$ cat src/rtl/mvm_stream.sv
// Streaming signed matrix-vector multiplier y = A*x with a single time-multiplexed MAC.
// Define MVM_SAT_EN to saturate results that do not fit in OUT_W; otherwise they wrap.
module mvm_stream #(
    parameter int W     = 8,
    parameter int M     = 4,
    parameter int N     = 4,
    parameter int OUT_W = 16
) (
    input  logic             clk,
    input  logic             reset_n,
    input  logic             start,
    input  logic             in_valid,
    output logic             in_ready,
    input  logic [W-1:0]     data_in,
    output logic             out_valid,
    input  logic             out_ready,
    output logic [OUT_W-1:0] data_out,
    output logic             done,
    output logic             busy
);
    localparam int ACC_W = 2*W + $clog2(N);
    localparam int MN    = M*N;
    localparam int NA_W  = (N > 1) ? $clog2(N) : 1;
    localparam int MA_W  = (M > 1) ? $clog2(M) : 1;
    localparam int AA_W  = (MN > 1) ? $clog2(MN) : 1;
    localparam int MC_W  = $clog2(MN + 2);

    typedef enum logic [2:0] {IDLE, LOAD_X, LOAD_A, MAC, OUT} state_t;

    state_t state_q, state_d;
    logic [NA_W-1:0] x_cnt_q, x_cnt_d;
    logic [AA_W-1:0] a_cnt_q, a_cnt_d;
    logic [MA_W-1:0] row_q, row_d;
    logic [MC_W-1:0] mac_cnt_q, mac_cnt_d;
    logic [MA_W-1:0] out_cnt_q, out_cnt_d;
    logic            done_q, done_d;
    logic            beat, issue;

    // Array depths are rounded to a power of two so counter widths index them exactly.
    logic signed [W-1:0]     x_mem [2**NA_W];
    logic signed [W-1:0]     a_mem [2**AA_W];
    logic signed [ACC_W-1:0] y_mem [2**MA_W];

    logic [2:1]              vld_pipe_q;
    logic                    p1_first_q, p1_last_q;
    logic [MA_W-1:0]         p1_row_q, wr_row_q;
    logic signed [W-1:0]     a_rd_q, x_rd_q;
    logic signed [2*W-1:0]   prod;
    logic signed [ACC_W-1:0] acc_q, acc_d;
    logic signed [ACC_W-1:0] y_sel;
    logic [OUT_W-1:0]        y_conv;

    always_comb begin
        state_d   = state_q;
        x_cnt_d   = x_cnt_q;
        a_cnt_d   = a_cnt_q;
        row_d     = row_q;
        mac_cnt_d = mac_cnt_q;
        out_cnt_d = out_cnt_q;
        done_d    = 1'b0;
        in_ready  = (state_q == LOAD_X) || (state_q == LOAD_A);
        out_valid = (state_q == OUT);
        busy      = (state_q != IDLE);
        beat      = in_valid && in_ready;
        issue     = (state_q == MAC) && (mac_cnt_q < MC_W'(MN));
        case (state_q)
            IDLE: if (start) begin
                state_d = LOAD_X;
                x_cnt_d = '0;
                a_cnt_d = '0;
            end
            LOAD_X: if (beat) begin
                if (x_cnt_q == NA_W'(N-1)) begin
                    x_cnt_d = '0;
                    state_d = LOAD_A;
                end else begin
                    x_cnt_d = x_cnt_q + 1'b1;
                end
            end
            LOAD_A: if (beat) begin
                if (a_cnt_q == AA_W'(MN-1)) begin
                    a_cnt_d   = '0;
                    row_d     = '0;
                    mac_cnt_d = '0;
                    state_d   = MAC;
                end else begin
                    a_cnt_d = a_cnt_q + 1'b1;
                end
            end
            MAC: begin
                mac_cnt_d = mac_cnt_q + 1'b1;
                if (issue) begin
                    a_cnt_d = a_cnt_q + 1'b1;
                    if (x_cnt_q == NA_W'(N-1)) begin
                        x_cnt_d = '0;
                        row_d   = row_q + 1'b1;
                    end else begin
                        x_cnt_d = x_cnt_q + 1'b1;
                    end
                end
                // Two extra cycles drain the RAM-read and accumulate stages into y RAM.
                if (mac_cnt_q == MC_W'(MN+1)) begin
                    state_d   = OUT;
                    out_cnt_d = '0;
                end
            end
            OUT: if (out_ready) begin
                if (out_cnt_q == MA_W'(M-1)) begin
                    state_d   = IDLE;
                    out_cnt_d = '0;
                    done_d    = 1'b1;
                end else begin
                    out_cnt_d = out_cnt_q + 1'b1;
                end
            end
            default: state_d = IDLE;
        endcase
    end

    assign prod  = a_rd_q * x_rd_q;
    assign acc_d = (p1_first_q ? '0 : acc_q) + ACC_W'(prod);

    always_ff @(posedge clk or negedge reset_n) begin
        if (!reset_n) begin
            state_q    <= IDLE;
            x_cnt_q    <= '0;
            a_cnt_q    <= '0;
            row_q      <= '0;
            mac_cnt_q  <= '0;
            out_cnt_q  <= '0;
            done_q     <= 1'b0;
            vld_pipe_q <= '0;
            p1_first_q <= 1'b0;
            p1_last_q  <= 1'b0;
            p1_row_q   <= '0;
            wr_row_q   <= '0;
            a_rd_q     <= '0;
            x_rd_q     <= '0;
            acc_q      <= '0;
        end else begin
            state_q       <= state_d;
            x_cnt_q       <= x_cnt_d;
            a_cnt_q       <= a_cnt_d;
            row_q         <= row_d;
            mac_cnt_q     <= mac_cnt_d;
            out_cnt_q     <= out_cnt_d;
            done_q        <= done_d;
            vld_pipe_q[1] <= issue;
            vld_pipe_q[2] <= vld_pipe_q[1] && p1_last_q;
            p1_first_q    <= (x_cnt_q == '0);
            p1_last_q     <= (x_cnt_q == NA_W'(N-1));
            p1_row_q      <= row_q;
            wr_row_q      <= p1_row_q;
            a_rd_q        <= a_mem[a_cnt_q];
            x_rd_q        <= x_mem[x_cnt_q];
            if (vld_pipe_q[1]) acc_q <= acc_d;
        end
    end

    // Operand and result RAMs are fully rewritten by every job, so they carry no reset.
    always_ff @(posedge clk) begin
        if (beat && state_q == LOAD_X) x_mem[x_cnt_q] <= data_in;
        if (beat && state_q == LOAD_A) a_mem[a_cnt_q] <= data_in;
        if (vld_pipe_q[2])             y_mem[wr_row_q] <= acc_q;
    end

    assign y_sel = y_mem[out_cnt_q];

    generate
        if (OUT_W >= ACC_W) begin : g_ext
            assign y_conv = OUT_W'(y_sel);
        end else begin : g_narrow
`ifdef MVM_SAT_EN
            localparam logic signed [ACC_W-1:0] SAT_MAX = {{(ACC_W-OUT_W+1){1'b0}}, {(OUT_W-1){1'b1}}};
            localparam logic signed [ACC_W-1:0] SAT_MIN = {{(ACC_W-OUT_W+1){1'b1}}, {(OUT_W-1){1'b0}}};
            always_comb begin
                y_conv = OUT_W'(y_sel);
                if (y_sel > SAT_MAX)      y_conv = OUT_W'(SAT_MAX);
                else if (y_sel < SAT_MIN) y_conv = OUT_W'(SAT_MIN);
            end
`else
            assign y_conv = OUT_W'(y_sel);
`endif
        end
    endgenerate

    assign data_out = out_valid ? y_conv : '0;
    assign done     = done_q;
endmodule
$ cat config.mk
export PLATFORM = sky130hd
export DESIGN_NAME = mvm_stream
export DESIGN_NICKNAME = d
export VERILOG_FILES = /design/src/rtl/mvm_stream.sv
export SDC_FILE = /design/constraint.sdc
export NUM_CORES = 1
export LEC_CHECK = 0
export ABC_AREA = 1
export CAP_MARGIN = 20
export CORE_UTILIZATION = 25
export CTS_CLUSTER_DIAMETER = 30
export DETAILED_ROUTE_END_ITERATION = 10
export PLACE_DENSITY = 0.38
export SYNTH_ARGS = -nofsm -noshare
export SYNTH_HDL_FRONTEND = slang
export SYNTH_SLANG_ARGS = --single-unit
$ cat constraint.sdc
create_clock -name clk -period 5 [get_ports clk]
set_input_delay 0.5 -clock clk [delete_from_list [all_inputs] [get_ports clk]]
set_output_delay 0.5 -clock clk [all_outputs]
set_load 0.02 [all_outputs]
==> impl_metrics.json <==
{
  "outcome": "complete, but fails checks",
  "violations": "negative setup slack",
  "nFillCells": 5842,
  "cts.sinks": 283,
  "required_ns": 5.45,
  "start_kind": "register",
  "final_max_slew_viol_count": 0,
  "skew_ns": 0.0256,
  "row_count": 87,
  "worst_pin_slew_ns": 1.10,
  "postLayoutCoreUtil_pct": 33.7,
  "path_class": "reg -> reg",
  "wl_per_cell_um": 16.4,
  "dr_wl_met2_mm": 19.0,
  "synth_async_sr_flop_share_pct": 20.8,
  "n_antenna_cell": 0,
  "critPathMostFrequentCell": "inv_2",
  "drc": 0,
  "rsz0062_at_grt": "true",
  "slew_headroom_pct": 26.3,
  "synth_xor_area_share_pct": 0.845,
  "final-seq-area_sq_um": 8210,
  "timing.hold.worst.class": "in -> async",
  "core_sq_um": 56800,
  "cts_buffers": 68,
  "die-area_sq_um": 59000,
  "grt-ovfl-total": 0,
  "fin_area_sq_um": 19100,
  "dp_hpwl_mm": 26.2,
  "drv_cap": 0,
  "r2r-end": "acc_q[11]",
  "grt_first_pass_wirelength_mm": 61.6,
  "htreeDepth": 3,
  "ys_ff_latch": 283,
  "synth_top_cell_area_share_pct": 46.3,
  "synth.avg_cell_area_sq_um": 10.2,
  "critPathLaunch": "x_rd_q[2]",
  "multi_input_area_sq_um": 5640,
  "cp_slowest_stage_delay_ns": 0.54,
  "synth-compound-area-share_pct": 9.50,
  "synth_top_cell_by_area": "edfxtp_1",
  "clkTransAtPathRegs_ns": 0.05,
  "ios": 33,
  "crit_family": "adder cells",
  "synth_area_sq_um": 14500,
  "initial_core_util_pct": 25.5,
  "via_count": 10300,
  "cts-root-buf": "clkbuf_16",
  "fin_crit_ns": 5.22,
  "place_area_sq_um": 16300,
  "fmax_mhz": 191,
  "detail-route-antenna-nets": 0,
  "synth_top_family_by_area": "simple AND/OR/NAND/NOR gates",
  "wl_met3_mm": 1.44,
  "yosysWarnings": 0,
  "yosysSeqAreaShare_pct": 56.5,
  "grt_pass1_vias": 10700,
  "synthAdderAreaFrac_pct": 12.5,
  "die_x_um": 243,
  "drive_gt1_share_pct": 19.6,
  "routed_via_density": 4.29,
  "reg2reg_depth": 28,
  "io_buffer_count": 32,
  "synthMuxAreaShare_pct": 0,
  "netlist_instances": 1423,
  "drtIter0Drc": 412,
  "timing.rr.start": "x_rd_q[2]",
  "dr.pass1.iters": 4,
  "cp_max_fo": 4,
  "ys_types": 39,
  "ys.flop_type": "edfxtp_1",
  "areaGrowthSynthToFinish_pct": 31.9,
  "path_buf_inv": 8,
  "synth_nets": 1547,
  "maxUsedRoutingLayer": "met4",
  "layout_setup_ws_ns": -0.222,
  "grtUsageTotal_pct": 13.5,
  "cts_tree": "built",
  "tns_ns": -0.710,
  "cp-end-kind": "register",
  "ctsLongestPathBuffers": 3,
  "period_share_pct": 104,
  "dieHeight_um": 243,
  "synth_edf_count": 224,
  "setup_viol": 5,
  "finalNetCount": 1707,
  "arrival_ns": 5.67,
  "grt_max_degree": 60,
  "antenna_found_initial": 1,
  "wl_met1_mm": 17.8,
  "routed_wl_mm": 39.2,
  "insertion_delay_ns": 0.59,
  "synth.area.top_cells": "edfxtp_1 (46%), dfrtp_1 (10%), fa_1 (7.7%)",
  "slowest_stage": "fa_1",
  "synth_simple_gate_area_share_pct": 13.7,
  "gp_congestion": 0.786,
  "rrSetupSlack_ns": -0.22,
  "hold_viol_final": 0
}
## metrics by stage
stage	instances	hold slack, ns	setup slack, ns
finish	2395	0.0824	-0.222
CTS	2384	0.122	-0.144
global placement	2250	0.334	-0.263
global route	2395	0.153	-0.493
detailed placement	2250	0.340	-0.289
floorplan	1423	0.204	0.00799
## logic make-up after synthesis
group,count (synthesis)
AO/OA/AOI/OAI,254
XOR/XNOR,14
buffers and inverters,270
flip-flops,283
AND/OR/NAND/NOR,491
adder cells (fa/ha/maj),111
## area by class of cell
type / count / share of cell area [%]
timing repair buffer: 144 / 6.31
inverter: 216 / 4.26
sequential: 283 / 42.9
clock inverter: 42 / 2.34
clock buffer: 84 / 9.80
tap: 756 / 4.94
multi-input combinational: 870 / 29.5
## metal layers
layer  vias to the layer above  track usage, %
li1                       5083               -
met1                      4941            17.0
met2                       184            22.8
met3                        70            3.14
met4                         0            4.48
met5                         -               0
## flip-flops by register name, indices dropped and copies added (netlist names), 2 cells and up
signal	flops
x_rd_q	8
state_q	3
x_cnt_q	2
out_cnt_q	2
y_mem	64
a_rd_q	8
mac_cnt_q	5
p1_row_q	2
x_mem	32
a_cnt_q	4
acc_q	16
vld_pipe_q	2
wr_row_q	2
a_mem	128
row_q	2
## synthesized netlist by cell type (37+ instances only)
cell type and instances:
a21oi_1 50, nor2_1 224, ha_1 55, o21ai_0 145, clkbuf_1 51, edfxtp_1 224, inv_1 208, nand2_1 193
o22ai_1 44, dfrtp_1 59, fa_1 56, nand3_1 37
## worst max path at each step
stage / endpoint / slack, ns / cells past startpoint
final: acc_q[11] / -0.22 / 28
after global routing: acc_q[15] / -0.49 / 31
after CTS: acc_q[15] / -0.14 / 28
after detailed placement: acc_q[14] / -0.29 / 23
after global placement: acc_q[14] / -0.26 / 23
after floorplan: acc_q[15] / 0.008 / 32
## placed cells by master (no fill, tap or decap), drive strengths merged, types with 3 or more instances in the layout
cell / n
clkdlybuf4s50: 31
nand3b: 3
buf: 113
nand2: 196
clkinvlp: 3
clkinv: 30
inv: 220
or2: 4
clkbuf: 84
nand4: 12
bufinv: 5
xor2: 9
o22ai: 44
edfxtp: 224
fa: 56
xnor2: 5
a21oi: 50
nor3: 13
dfrtp: 59
nand3: 37
nor2: 225
ha: 55
o21ai: 145
## repair_timing
item	4_1_cts	5_1_grt
pin swaps	40	54
endpoints found under the hold margin	0	0
hold buffers	0	0
resized for setup	39	47
setup buffers	9	10
setup endpoints to repair	5	6
Power is not shown: default switching activity piles up to over one toggle a cycle in this logic, so the estimate is an artifact.
